**config.mk**
```make
export PLATFORM = sky130hd
export DESIGN_NAME = can_bit_sampler_flat
export DESIGN_NICKNAME = d
export VERILOG_FILES = /design/src/rtl/can_bit_sampler_if.sv /design/src/rtl/can_bit_sampler.sv /design/src/flat_wrapper.sv
export SDC_FILE = /design/constraint.sdc
export NUM_CORES = 1
export LEC_CHECK = 0
export ABC_AREA = 1
export CORE_AREA = 2 2 59 72
export CTS_BUF_LIST = sky130_fd_sc_hd__clkbuf_4
export DETAILED_ROUTE_END_ITERATION = 10
export DIE_AREA = 0 0 61 74
export GPL_TIMING_DRIVEN = 0
export MAX_ROUTING_LAYER = met4
export PLACE_DENSITY = 0.8
export SLEW_MARGIN = 20
export SYNTH_ARGS = -nofsm -noshare
export SYNTH_HDL_FRONTEND = slang
export SYNTH_SLANG_ARGS = --single-unit
export TNS_END_PERCENT = 10
```
**constraint.sdc**
```tcl
create_clock -name clk -period 3.21 [get_ports clk]
set_input_delay 0.642 -clock clk [delete_from_list [all_inputs] [get_ports clk]]
set_output_delay 0.642 -clock clk [all_outputs]
set_load 0.005 [all_outputs]
```
**src/rtl/can_bit_sampler_if.sv**
```systemverilog
// Bus bundle between the CAN bit sampler and its consumers (size / ID detectors).
// The master drives the pin, enable and rate select; the slave is the sampler itself.
interface can_bit_sampler_if;
  logic enable;
  logic canRx;
  logic rateSelector;
  logic samplePulse;
  logic dIn;
  logic sofDetected;
  logic busIdle;

  modport master (
    output enable, canRx, rateSelector,
    input  samplePulse, dIn, sofDetected, busIdle
  );

  modport slave (
    input  enable, canRx, rateSelector,
    output samplePulse, dIn, sofDetected, busIdle
  );
endinterface

```
**src/rtl/can_bit_sampler.sv**
```systemverilog
// CAN bit-timing front end: RX synchroniser, bus-idle tracking, SOF hard sync, SJW resync.
// Optional glitch filter on the synchronised RX level: define CAN_SAMPLER_GLITCH_FILTER_EN.
module can_bit_sampler #(
  parameter int CLK_PER_TQ = 5,
  parameter int TQ_PER_BIT = 20,
  parameter int SAMPLE_TQ  = 15,
  parameter int SJW        = 1
) (
  input logic               clk,
  input logic               reset,
  can_bit_sampler_if.slave  bus
);

  localparam int IDLE_CLKS = 11 * TQ_PER_BIT * CLK_PER_TQ;
  localparam int IDLE_W    = $clog2(IDLE_CLKS + 1);
  localparam int PRESC_W   = $clog2(CLK_PER_TQ);
  localparam int TQ_W      = $clog2(TQ_PER_BIT);
  localparam int HOLD_W    = 3;

  localparam logic [IDLE_W-1:0]  IDLE_MAX   = IDLE_W'(IDLE_CLKS);
  localparam logic [PRESC_W-1:0] PRESC_LAST = PRESC_W'(CLK_PER_TQ - 1);
  localparam logic [TQ_W-1:0]    TQ_LAST    = TQ_W'(TQ_PER_BIT - 1);
  localparam logic [TQ_W-1:0]    SAMP_A     = TQ_W'(SAMPLE_TQ - 2);
  localparam logic [TQ_W-1:0]    SAMP_B     = TQ_W'(SAMPLE_TQ - 1);
  localparam logic [TQ_W-1:0]    SAMP_C     = TQ_W'(SAMPLE_TQ);
  localparam logic [TQ_W-1:0]    EARLY_END  = TQ_W'(TQ_PER_BIT - SJW);
  localparam logic [TQ_W-1:0]    SJW_TQ     = TQ_W'(SJW);
  localparam logic [HOLD_W-1:0]  SJW_H      = HOLD_W'(SJW);
  localparam logic [TQ_W:0]      TQ_COUNT   = (TQ_W+1)'(TQ_PER_BIT);

  typedef enum logic [1:0] {
    s_idle     = 2'd0,
    s_wait_sof = 2'd1,
    s_frame    = 2'd2
  } state_t;

  function automatic logic maj3(input logic a, input logic b, input logic c);
    return (a & b) | (a & c) | (b & c);
  endfunction

  state_t              state_q, state_d;
  logic                sync1_q, sync1_d;
  logic                rx_s_q, rx_s_d;
  logic                rx_prev_q, rx_prev_d;
  logic [IDLE_W-1:0]   idle_cnt_q, idle_cnt_d;
  logic [PRESC_W-1:0]  presc_q, presc_d;
  logic [TQ_W-1:0]     tq_q, tq_d;
  logic [HOLD_W-1:0]   hold_q, hold_d;
  logic                resync_done_q, resync_done_d;
  logic                rate_q, rate_d;
  logic                samp0_q, samp0_d;
  logic                samp1_q, samp1_d;
  logic                sample_pulse_q, sample_pulse_d;
  logic                d_in_q, d_in_d;
  logic                sof_q, sof_d;
`ifdef CAN_SAMPLER_GLITCH_FILTER_EN
  logic                rx_filt_q, rx_filt_d;
`endif

  logic                rx_lvl_s;
  logic                f_edge_s;
  logic                bus_idle_s;
  logic                tq_tick_s;
  logic                bit_wrap_s;
  logic                do_resync_s;
  logic                late_s;
  logic                early_s;
  logic [HOLD_W-1:0]   hold_eff_s;
  logic [TQ_W:0]       tq_sum_s;

  // Next-state logic for the synchroniser, idle counter, time base and sampling FSM.
  always_comb begin
    sync1_d   = bus.canRx;
    rx_s_d    = sync1_q;
    rx_prev_d = rx_s_q;
`ifdef CAN_SAMPLER_GLITCH_FILTER_EN
    // The filtered level only follows rxS once two consecutive samples agree.
    rx_lvl_s  = (rx_s_q == rx_prev_q) ? rx_s_q : rx_filt_q;
    f_edge_s  = rx_filt_q & ~rx_lvl_s;
    rx_filt_d = rx_lvl_s;
`else
    rx_lvl_s  = rx_s_q;
    f_edge_s  = rx_prev_q & ~rx_s_q;
`endif

    bus_idle_s = (idle_cnt_q == IDLE_MAX);
    if (!rx_lvl_s) begin
      idle_cnt_d = '0;
    end else if (!bus_idle_s) begin
      idle_cnt_d = idle_cnt_q + IDLE_W'(1);
    end else begin
      idle_cnt_d = idle_cnt_q;
    end

    state_d        = state_q;
    presc_d        = presc_q;
    tq_d           = tq_q;
    hold_d         = hold_q;
    resync_done_d  = resync_done_q;
    rate_d         = rate_q;
    samp0_d        = samp0_q;
    samp1_d        = samp1_q;
    sample_pulse_d = 1'b0;
    d_in_d         = d_in_q;
    sof_d          = 1'b0;
    tq_tick_s      = (presc_q == PRESC_LAST);
    bit_wrap_s     = 1'b0;
    do_resync_s    = 1'b0;
    late_s         = 1'b0;
    early_s        = 1'b0;
    hold_eff_s     = hold_q;
    tq_sum_s       = '0;

    case (state_q)
      s_idle: begin
        presc_d       = '0;
        tq_d          = '0;
        hold_d        = '0;
        resync_done_d = 1'b0;
        if (bus_idle_s) begin
          state_d = s_wait_sof;
        end else begin
          state_d = s_idle;
        end
      end
      s_wait_sof: begin
        presc_d       = '0;
        tq_d          = '0;
        hold_d        = '0;
        resync_done_d = 1'b0;
        if (f_edge_s) begin
          sof_d   = 1'b1;
          state_d = s_frame;
        end else begin
          state_d = s_wait_sof;
        end
      end
      s_frame: begin
        if (presc_q == '0 && tq_q == '0) begin
          rate_d = bus.rateSelector;
        end else begin
          rate_d = rate_q;
        end
        if (presc_q == '0 && rate_q && tq_q == SAMP_A) begin
          sample_pulse_d = 1'b1;
          samp0_d        = rx_s_q;
        end else if (presc_q == '0 && rate_q && tq_q == SAMP_B) begin
          sample_pulse_d = 1'b1;
          samp1_d        = rx_s_q;
        end else if (presc_q == '0 && tq_q == SAMP_C) begin
          sample_pulse_d = 1'b1;
          d_in_d         = rate_q ? maj3(samp0_q, samp1_q, rx_s_q) : rx_s_q;
        end else begin
          sample_pulse_d = 1'b0;
        end

        do_resync_s = f_edge_s & ~resync_done_q & (tq_q != '0);
        late_s      = do_resync_s & (tq_q < SAMP_A);
        early_s     = do_resync_s & (tq_q > SAMP_C);
        // A late edge repeats the current TQ; applying it now keeps a repeat off the sample TQs.
        if (late_s) begin
          hold_eff_s = (tq_q < SJW_TQ) ? tq_q[HOLD_W-1:0] : SJW_H;
        end else begin
          hold_eff_s = hold_q;
        end

        if (tq_tick_s) begin
          presc_d = '0;
          if (hold_eff_s != '0) begin
            tq_d   = tq_q;
            hold_d = hold_eff_s - HOLD_W'(1);
          end else if (tq_q == TQ_LAST) begin
            tq_d       = '0;
            hold_d     = '0;
            bit_wrap_s = 1'b1;
          end else begin
            tq_d   = tq_q + TQ_W'(1);
            hold_d = '0;
          end
        end else begin
          presc_d = presc_q + PRESC_W'(1);
          tq_d    = tq_q;
          hold_d  = hold_eff_s;
        end
        resync_done_d = bit_wrap_s ? 1'b0 : (resync_done_q | late_s);

        if (early_s) begin
          if (tq_q >= EARLY_END) begin
            tq_d          = '0;
            presc_d       = '0;
            hold_d        = '0;
            resync_done_d = 1'b0;
          end else begin
            tq_sum_s = {1'b0, tq_d} + {1'b0, SJW_TQ};
            if (tq_sum_s >= TQ_COUNT) begin
              tq_d          = '0;
              presc_d       = '0;
              resync_done_d = 1'b0;
            end else begin
              tq_d          = tq_sum_s[TQ_W-1:0];
              resync_done_d = 1'b1;
            end
          end
        end else begin
          tq_sum_s = '0;
        end

        if (bus_idle_s) begin
          state_d = s_wait_sof;
        end else begin
          state_d = s_frame;
        end
      end
      default: begin
        state_d = s_idle;
      end
    endcase

    // Dropping enable abandons the bit in progress; dIn keeps its last value.
    if (!bus.enable) begin
      state_d        = s_idle;
      sample_pulse_d = 1'b0;
      sof_d          = 1'b0;
      d_in_d         = d_in_q;
      samp0_d        = 1'b1;
      samp1_d        = 1'b1;
      presc_d        = '0;
      tq_d           = '0;
      hold_d         = '0;
      resync_done_d  = 1'b0;
    end else begin
      state_d = state_d;
    end
  end

  // State and output registers with synchronous reset.
  always_ff @(posedge clk) begin
    if (reset) begin
      state_q        <= s_idle;
      sync1_q        <= 1'b0;
      rx_s_q         <= 1'b0;
      rx_prev_q      <= 1'b0;
      idle_cnt_q     <= '0;
      presc_q        <= '0;
      tq_q           <= '0;
      hold_q         <= '0;
      resync_done_q  <= 1'b0;
      rate_q         <= 1'b0;
      samp0_q        <= 1'b1;
      samp1_q        <= 1'b1;
      sample_pulse_q <= 1'b0;
      d_in_q         <= 1'b1;
      sof_q          <= 1'b0;
`ifdef CAN_SAMPLER_GLITCH_FILTER_EN
      rx_filt_q      <= 1'b0;
`endif
    end else begin
      state_q        <= state_d;
      sync1_q        <= sync1_d;
      rx_s_q         <= rx_s_d;
      rx_prev_q      <= rx_prev_d;
      idle_cnt_q     <= idle_cnt_d;
      presc_q        <= presc_d;
      tq_q           <= tq_d;
      hold_q         <= hold_d;
      resync_done_q  <= resync_done_d;
      rate_q         <= rate_d;
      samp0_q        <= samp0_d;
      samp1_q        <= samp1_d;
      sample_pulse_q <= sample_pulse_d;
      d_in_q         <= d_in_d;
      sof_q          <= sof_d;
`ifdef CAN_SAMPLER_GLITCH_FILTER_EN
      rx_filt_q      <= rx_filt_d;
`endif
    end
  end

  assign bus.samplePulse = sample_pulse_q;
  assign bus.dIn         = d_in_q;
  assign bus.sofDetected = sof_q;
  assign bus.busIdle     = bus_idle_s;

endmodule

```
**src/flat_wrapper.sv**
```systemverilog
// flat-port wrapper written by rule: the top's interface ports become plain ports
module can_bit_sampler_flat 
#(
  parameter int CLK_PER_TQ = 5,
  parameter int TQ_PER_BIT = 20,
  parameter int SAMPLE_TQ  = 15,
  parameter int SJW        = 1
)
  (clk, reset, bus_enable, bus_canRx, bus_rateSelector, bus_samplePulse, bus_dIn, bus_sofDetected, bus_busIdle);
  can_bit_sampler_if bus_i ();
  input logic clk;
  input logic reset;
  input wire logic [$bits(bus_i.enable)-1:0] bus_enable;
  input wire logic [$bits(bus_i.canRx)-1:0] bus_canRx;
  input wire logic [$bits(bus_i.rateSelector)-1:0] bus_rateSelector;
  output wire logic [$bits(bus_i.samplePulse)-1:0] bus_samplePulse;
  output wire logic [$bits(bus_i.dIn)-1:0] bus_dIn;
  output wire logic [$bits(bus_i.sofDetected)-1:0] bus_sofDetected;
  output wire logic [$bits(bus_i.busIdle)-1:0] bus_busIdle;
  assign bus_i.enable = bus_enable;
  assign bus_i.canRx = bus_canRx;
  assign bus_i.rateSelector = bus_rateSelector;
  assign bus_samplePulse = bus_i.samplePulse;
  assign bus_dIn = bus_i.dIn;
  assign bus_sofDetected = bus_i.sofDetected;
  assign bus_busIdle = bus_i.busIdle;
  can_bit_sampler #(.CLK_PER_TQ(CLK_PER_TQ), .TQ_PER_BIT(TQ_PER_BIT), .SAMPLE_TQ(SAMPLE_TQ), .SJW(SJW)) u_core (.clk(clk), .reset(reset), .bus(bus_i));
endmodule
```
Word level (Yosys, flattened, before mapping)
Cells that the tools add are included. Widths: inputs -> output; s select.

Flip-flop bits (word level): 34. Input port bits: 5. Word-level logic and storage cells: 110.

$add $sub $neg: 5. Magnitude comparators: 5. Equal/unequal tests: 8. Multiplexer cells: 39. Bitwise logic cells: 18. Reduce and logical (&&, ||, !) cells: 20.

Operators by type and width (count): $mux 5 (7); $mux 3 (11); $eq 5x4->1 const B (3); $mux 1 (14); $pmux 3 s2 (2); $add 11x1->11 const B (1); $eq 11x11->1 const B (1); $pmux 5 s2 (1); $and 1x1->1 (8); $not 1->1 (7); $add 5x1->6 const B (1); $ge 6x5->1 const B (1); $pmux 2 s3 (1); $reduce_or 2->1 (3); $reduce_or 3->1 (2); $add 5x1->5 const B (1); $eq 5x5->1 const B (1); $ge 5x5->1 const B (1); $gt 5x4->1 const B (1); $logic_and 1x1->1 (5); $logic_not 5->1 (1); $lt 5x1->1 const B (1); $lt 5x4->1 const B (1); $reduce_and 5->1 (1); other kinds (15) (19).

Longest topological paths before layout
Gate-level depths: netlist (run 1).

Depth in word-level cells: 17. Depth in mapped cells: 28.

Worst setup path before layout (run 1)
Ideal clock, no wire load.

Kind: register to register. From: reg u_core.tq_q[0]. To: reg u_core.tq_q[4]. Library setup time: 0.128 ns. Arrival time: 2.848 ns. Required time: 3.082 ns. Path slack: 0.234 ns. Stages on the path, launching flop included: 27. Buffers on the path: 0. Period minus slack after synthesis: 2.976 ns. Path through: dfxtp_1 -> inv_1 -> ha_1 -> nand2_1 -> nor2_1 -> nor3_1 -> nand2_1 -> o21ai_1 -> nand2_1 -> inv_1 -> ha_1 -> inv_1 -> nor2_8 -> inv_1 -> nand2_1 -> nand2_1 -> ha_1 -> nand2_1 -> nor2_1 -> nand2_1 -> inv_1 -> nor2_2 -> nand2_2 -> nand2_2 -> nor2_1 -> nor2_1 -> nor2_1.

Word-level cells in the longest chain between the ends: 15. Elaborated cells between the ends (all ways): 24. Those cells by class: 2 x add/sub; 5 x order compare; 1 x eq/ne; 11 x mux; 3 x bitwise; 2 x reduce/logical.

RTL lines: from (decl) (line can_bit_sampler.sv:47) `logic [TQ_W-1:0] tq_q, tq_d;`; from (signal assigned) (line can_bit_sampler.sv:264) `tq_q <= tq_d;`; branches (longest 13 deep; another with $add 5x1->6); $mux 5 (*) (line can_bit_sampler.sv:187) `if (early_s) begin`; $pmux 5 s2 (*) (line can_bit_sampler.sv:114) `case (state_q)`.

Mark *: on every way between the ends. The select of a mux whose other input is x is not followed. A chain may end at the register's enable or synchronous reset.

Worst setup path after layout (run 1)
Same ends and word-level chain as after synthesis.

==> results of run 1 <==
==> layout by cell type (no fill, tap or decap), types with 3 or more instances in the layout <==
master            n
buf_4            10
o21ai_1           3
nor4_1            3
clkbuf_4          5
inv_1            43
nand2_1          55
nand3_1          17
xor2_1            3
o211ai_1          3
nand2_4           3
nor2_1           28
o21ai_0          13
nand4_1           3
ha_1             12
dfxtp_1          31
nand3_2           4
inv_2             7
nor3_1            8
a21oi_1          25
nand2_2          12
clkdlybuf4s50_1   8
==> synth_stat cells, drive strengths merged (3+ instances only) <==
| cell | count | area, sq um |
|---|---|---|
| ha | 13 | 163 |
| nand3 | 22 | 125 |
| o21ai | 17 | 85.1 |
| nor2 | 33 | 150 |
| o211ai | 3 | 22.5 |
| a21oi | 25 | 125 |
| dfxtp | 34 | 681 |
| nor4 | 3 | 18.8 |
| xor2 | 3 | 26.3 |
| nand2 | 70 | 283 |
| nor3 | 9 | 45.0 |
| inv | 52 | 195 |
| nand4 | 3 | 18.8 |
==> report_power, final <==
part	switching [uW]	leakage (uW)	total [uW]	internal, uW
combinational	9.63	0.000717	16.2	6.60
sequential	0.914	0.000277	423	422
clock	152	0.0000554	396	244
==> how the worst max path moves through the flow <==
stage                   start                 to  depth (start not counted)
2_1_floorplan  u_core.tq_q[0]     u_core.tq_q[4]                         26
3_3_place_gp   u_core.tq_q[0]     u_core.tq_q[4]                         26
3_5_place_dp   u_core.tq_q[0]     u_core.tq_q[4]                         26
6_report       u_core.tq_q[0]     u_core.tq_q[4]                         24
4_1_cts        u_core.tq_q[0]     u_core.tq_q[4]                         26
5_1_grt        u_core.tq_q[0]  u_core.presc_q[0]                         23
==> metrics by stage <==
| stage | total power (uW) | util (%) | instances | hold slack, ps |
|---|---|---|---|---|
| finish | 835 | 65.0 | 382 | 418 |
| global route | 859 | 65.0 | 382 | 437 |
| CTS | 842 | 60.9 | 374 | 420 |
| detailed placement | 450 | 57.4 | 364 | 405 |
| global placement | 450 | 57.4 | 364 | 391 |
| floorplan | 441 | - | 302 | 388 |
==> timing repair <==
item / 4_1_cts / 5_1_grt
resized for setup: 9 / 27
setup buffers: 2 / 8
hold buffers: 0 / 0
pin swaps: 3 / 12
setup endpoints to repair: 8 / 8
==> state kept, by name (all words and copies together) (netlist names) <==
name                    flops
u_core.bus.samplePulse      1
u_core.state_q              2
u_core.rx_s_d               1
u_core.rx_prev_q            1
u_core.resync_done_q        1
u_core.bus.sofDetected      1
u_core.hold_q               3
u_core.tq_q                 5
u_core.idle_cnt_q          11
u_core.rx_lvl_s             1
u_core.samp1_q              1
u_core.samp0_q              1
u_core.presc_q              3
u_core.bus.dIn              1
u_core.rate_q               1
==> metal layers <==
layer	track usage [%]	vias to the layer above	share of wire, %
met5	-	-	0
met4	12.8	0	3.1
met3	5.22	13	3.1
met2	39.1	43	52
met1	23.6	907	41
li1	-	1021	-
==> final cells by class <==
cell class / instances / area, sq um
fillers: 318 / 1350
multi-input cells: 213 / 1270
flip-flops and latches: 34 / 689
inverters: 53 / 204
repair buffers: 18 / 155
clock inverters: 3 / 68.8
well taps: 54 / 67.6
clock buffers: 5 / 37.5
plain buffers: 2 / 7.51
==> critical path, cell delays in order (launching register included) <==
cell and delay (ps):
dfxtp_4 400, inv_4 50, ha_1 190, nand2_1 110
nor2_2 70, nor3_2 170, nand2_2 150, o21ai_4 210
nand2_2 80, inv_1 50, ha_1 150, inv_2 60
nor2_8 140, nand3_2 120, nand2_4 120, ha_4 150
nand2_2 70, o21bai_4 130, nand2_2 80, nor2_4 130
nand2_4 100, nand2_2 70, nor2_1 40, nor2_1 80
nor2_1 50
==> kinds of logic after synthesis <==
| family | count (synthesis) | synth area share, % |
|---|---|---|
| simple gates | 143 | 32.1 |
| buf+inv | 55 | 10.0 |
| compound gates | 52 | 14.8 |
| flops | 34 | 33.0 |
| fa+ha+maj | 13 | 7.90 |
| xor+xnor | 5 | 2.13 |
==> results_dict.tcl, run 1 <==
set metrics [dict create \
    hold_depth 2 \
    cts.clk_slew.worst_paths_ps 100 \
    clk-insertion-delay-late_ps 340 \
    hp-start "u_core.rx_s_d" \
    fp.dieW_um 61 \
    max_cap_violations 0 \
    syn_nets 320 \
    n_antenna_cell 0 \
    ys_seq_area_share_pct 33.0 \
    synth_async_sr_flop_share_pct 0 \
    setup_viol 0 \
    syn_to_final_growth_pct 21.5 \
    yosysUniqueCellTypes 32 \
    grt_pass1_vias 1855 \
    antenna_found_initial 0 \
    p_per_area_mw_per_mm2 334 \
    globalRouteOverflowTotal 0 \
    tightest_slew_ps 614 \
    ys.flop_type "dfxtp_1" \
    grt_max_degree 13 \
    finalMaxSlewViolations 0 \
    grt_first_pass_wirelength_mm 7.51 \
    h-tree-depth 2 \
    r2r_end "u_core.tq_q[4]" \
    drtIter0Drc 101 \
    synth_edf_count 0 \
    synth_seq_cells 34 \
    pre_cts_ws_ps -217 \
    placed_cell_area_sq_mm 0.00221 \
    cts_num_sinks 34 \
    hold_viol 0 \
    status "finished clean" \
    endpoint_kind "flop" \
    vias_per_cell 5.19 \
    critPathRequiredTime_ps 3420 \
    dp_hpwl_mm 3.35 \
    worst_clock_skew_ps 10.6 \
    fmax_mhz 324 \
    critPathMaxFanout 7 \
    crit_arrival_ps 3300 \
    core_region_area_sq_mm 0.00385 \
    ant_nets 0 \
    die_h_um 74 \
    rr_worst_depth 24 \
    initial_core_util_pct 53.5 \
    wl_mm 4.82 \
    synth_warnings 0 \
    wl_per_cell_um 12.6 \
    r2r-start "u_core.tq_q[0]" \
    power_leakage_uw 0.00105 \
    synthCells 302 \
    avgSynthCellArea_sq_um 6.82 \
    period_minus_slack_ps 3090 \
    num_rows 25 \
    fin_crit_sh_pct 96.2 \
    io_pins 9 \
    track_usage_pct 22.8 \
    holdPathEnd "u_core.rx_lvl_s" \
    cts_tree "built" \
    layout_setup_ws_ps 121 \
    worstSetupPathType "reg2reg" \
    dr.pass1.iters 4 \
    clock_path_buffers 2 \
    irDropWorstVdd_mv 0.224 \
    startpoint_type "flop" \
    totalNegativeSetupSlack_ps 0 \
    drcViolationCount 0 \
    syn_area_sq_mm 0.00206 \
    vias 1984 \
    drive_above_1_share_pct 18.6 \
    hp-class "reg2reg" \
    cts_made_buffers 5 \
    relSlewSlack_pct 58.9 \
    gp_congestion 0.959 \
    nets 345 \
    cts_root_buf "clkbuf_4" \
    io_buffers 8 \
    die_area_sq_mm 0.00451 \
    final_area_sq_mm 0.00250 \
    rrSetupSlack_ps 120 \
]
No activity file was read; power rests on OpenSTA's default activity.
==> run 2: changes to the inputs <==
PLACE_DENSITY = 0.72   (was 0.8)
==> results_dict.tcl, run 2 (synthesis results as in run 1) <==
set metrics [dict create \
    hold_viol 0 \
    rrSetupSlack_ps 140 \
    fp.dieW_um 61 \
    largestRegisters "u_core.idle_cnt_q (11), u_core.tq_q (5)" \
    n_antenna_cell 0 \
    r2r-start "u_core.tq_q[0]" \
    tightest_slew_ps 619 \
    h-tree-depth 2 \
    vias_per_cell 5.12 \
    clk-insertion-delay-late_ps 340 \
    power_uw 668 \
    io_buffers 8 \
    mostFrequentLayoutCells "60 x nand2_1, 44 x inv_1, 30 x dfxtp_1" \
    cts_made_buffers 5 \
    cts_root_buf "clkbuf_4" \
    antenna_found_initial 0 \
    startpoint_type "flop" \
    die_h_um 74 \
    cts_tree "built" \
    gp_congestion 0.973 \
    io_pins 9 \
    core_region_area_sq_mm 0.00385 \
    drtIter0Drc 145 \
    drcViolationCount 0 \
    cts_num_sinks 34 \
    grt_first_pass_wirelength_mm 7.65 \
    clock_path_buffers 2 \
    final_common_cell "nand2_1" \
    power_leakage_uw 0.00106 \
    num_rows 25 \
    wl_mm 4.83 \
    fin_crit_sh_pct 95.7 \
    syn_to_final_growth_pct 19.8 \
    crit_arrival_ps 3290 \
    worstSetupPathType "reg2reg" \
    fill_cells 381 \
    dr.pass1.iters 4 \
    rr_worst_depth 26 \
    r2r_end "u_core.tq_q[4]" \
    max_cap_violations 0 \
    critPathMaxFanout 7 \
    largest_reg_flops 11 \
    grt_max_degree 12 \
    track_usage_pct 23.0 \
    drive_above_1_share_pct 18.3 \
    multi_input_area_sq_mm 0.00125 \
    regArea_sq_um 691 \
    hp-start "u_core.rx_s_d" \
    fmax_mhz 326 \
    grt_pass1_vias 1899 \
    p_per_area_mw_per_mm2 271 \
    ant_nets 0 \
    endpoint_kind "flop" \
    finalMaxSlewViolations 0 \
    globalRouteOverflowTotal 0 \
    irDropWorstVdd_mv 0.264 \
    worst_clock_skew_ps 8.93 \
    fin_util_pct 64.1 \
    cts.clk_slew.worst_paths_ps 110 \
    dp_cells 364 \
    critPathRequiredTime_ps 3430 \
    relSlewSlack_pct 58.6 \
    nets 350 \
    wl_per_cell_um 12.5 \
    die_area_sq_mm 0.00451 \
    initial_core_util_pct 53.5 \
    hold_depth 2 \
    fin_cells 387 \
    period_minus_slack_ps 3070 \
    dp_hpwl_mm 3.39 \
    vias 1982 \
    slowest_stage "dfxtp_4" \
    status "finished clean" \
    cpPeakStageDelay_ps 400 \
    hp-class "reg2reg" \
    setup_viol 0 \
    largest-register "u_core.idle_cnt_q" \
    whs_ps 418 \
    holdPathEnd "u_core.rx_lvl_s" \
]
==> run 2: worst max-delay path by stage <==
stage | startpoint | endpoint | slack [ps]
after floorplan | u_core.tq_q[0] | u_core.tq_q[4] | 230
after global placement | u_core.tq_q[0] | u_core.tq_q[4] | -220
after detailed placement | u_core.tq_q[0] | u_core.tq_q[4] | -270
after CTS | u_core.tq_q[1] | u_core.tq_q[4] | 10
after global routing | u_core.tq_q[3] | u_core.tq_q[4] | -60
final | u_core.tq_q[0] | u_core.tq_q[4] | 140
==> run 2: layout make-up <==
cell class,count,share of cell area [%]
clock inverter,3,0.659
clock buffer,5,1.52
sequential,34,28.0
tap,54,2.74
inverter,53,8.27
multi-input combinational,213,50.6
buffer,2,0.304
timing repair buffer,23,7.96
==> run 2: repair_timing <==
| item | CTS | global route |
|---|---|---|
| endpoints found under the setup margin | 8 | 8 |
| gates resized for setup | 8 | 23 |
| hold endpoints to repair | 0 | 0 |
| pin swaps | 3 | 16 |
| setup buffers | 3 | 12 |
| hold buffers | 0 | 0 |
==> run 2: worst max-delay path, delay by kind of cell (launching register included) <==
family	cells	cell delay [ps]
AOI/OAI and AO/OA	1	130
DFF	1	400
adders and majority gates	3	500
buffers and inverters	5	330
and+or+nand+nor	17	1580
==> run 2: metrics by stage <==
stage / area, sq um / TNS [ps] / setup slack [ps]
after CTS: 2300 / 0 / 11.4
after detailed placement: 2210 / -1680 / -267
final: 2470 / 0 / 139
after floorplan: 2060 / 0 / 234
after global placement: 2210 / -1360 / -221
after global routing: 2470 / -139 / -56.6
==> run 2: routing by layer <==
metal	up-vias	part of all wire, %	track usage [%]
li1	1033	-	-
met1	905	41	24.5
met2	34	54	41.2
met3	10	3.1	3.65
met4	0	1.9	9.66
met5	-	0	-
==> run 2: power breakdown <==
group          internal, uW  switching (uW)  total, uW
registers               422           0.939        423
clock network          81.3             147        229
logic                  6.58            9.65       16.2
total                   510             158        668
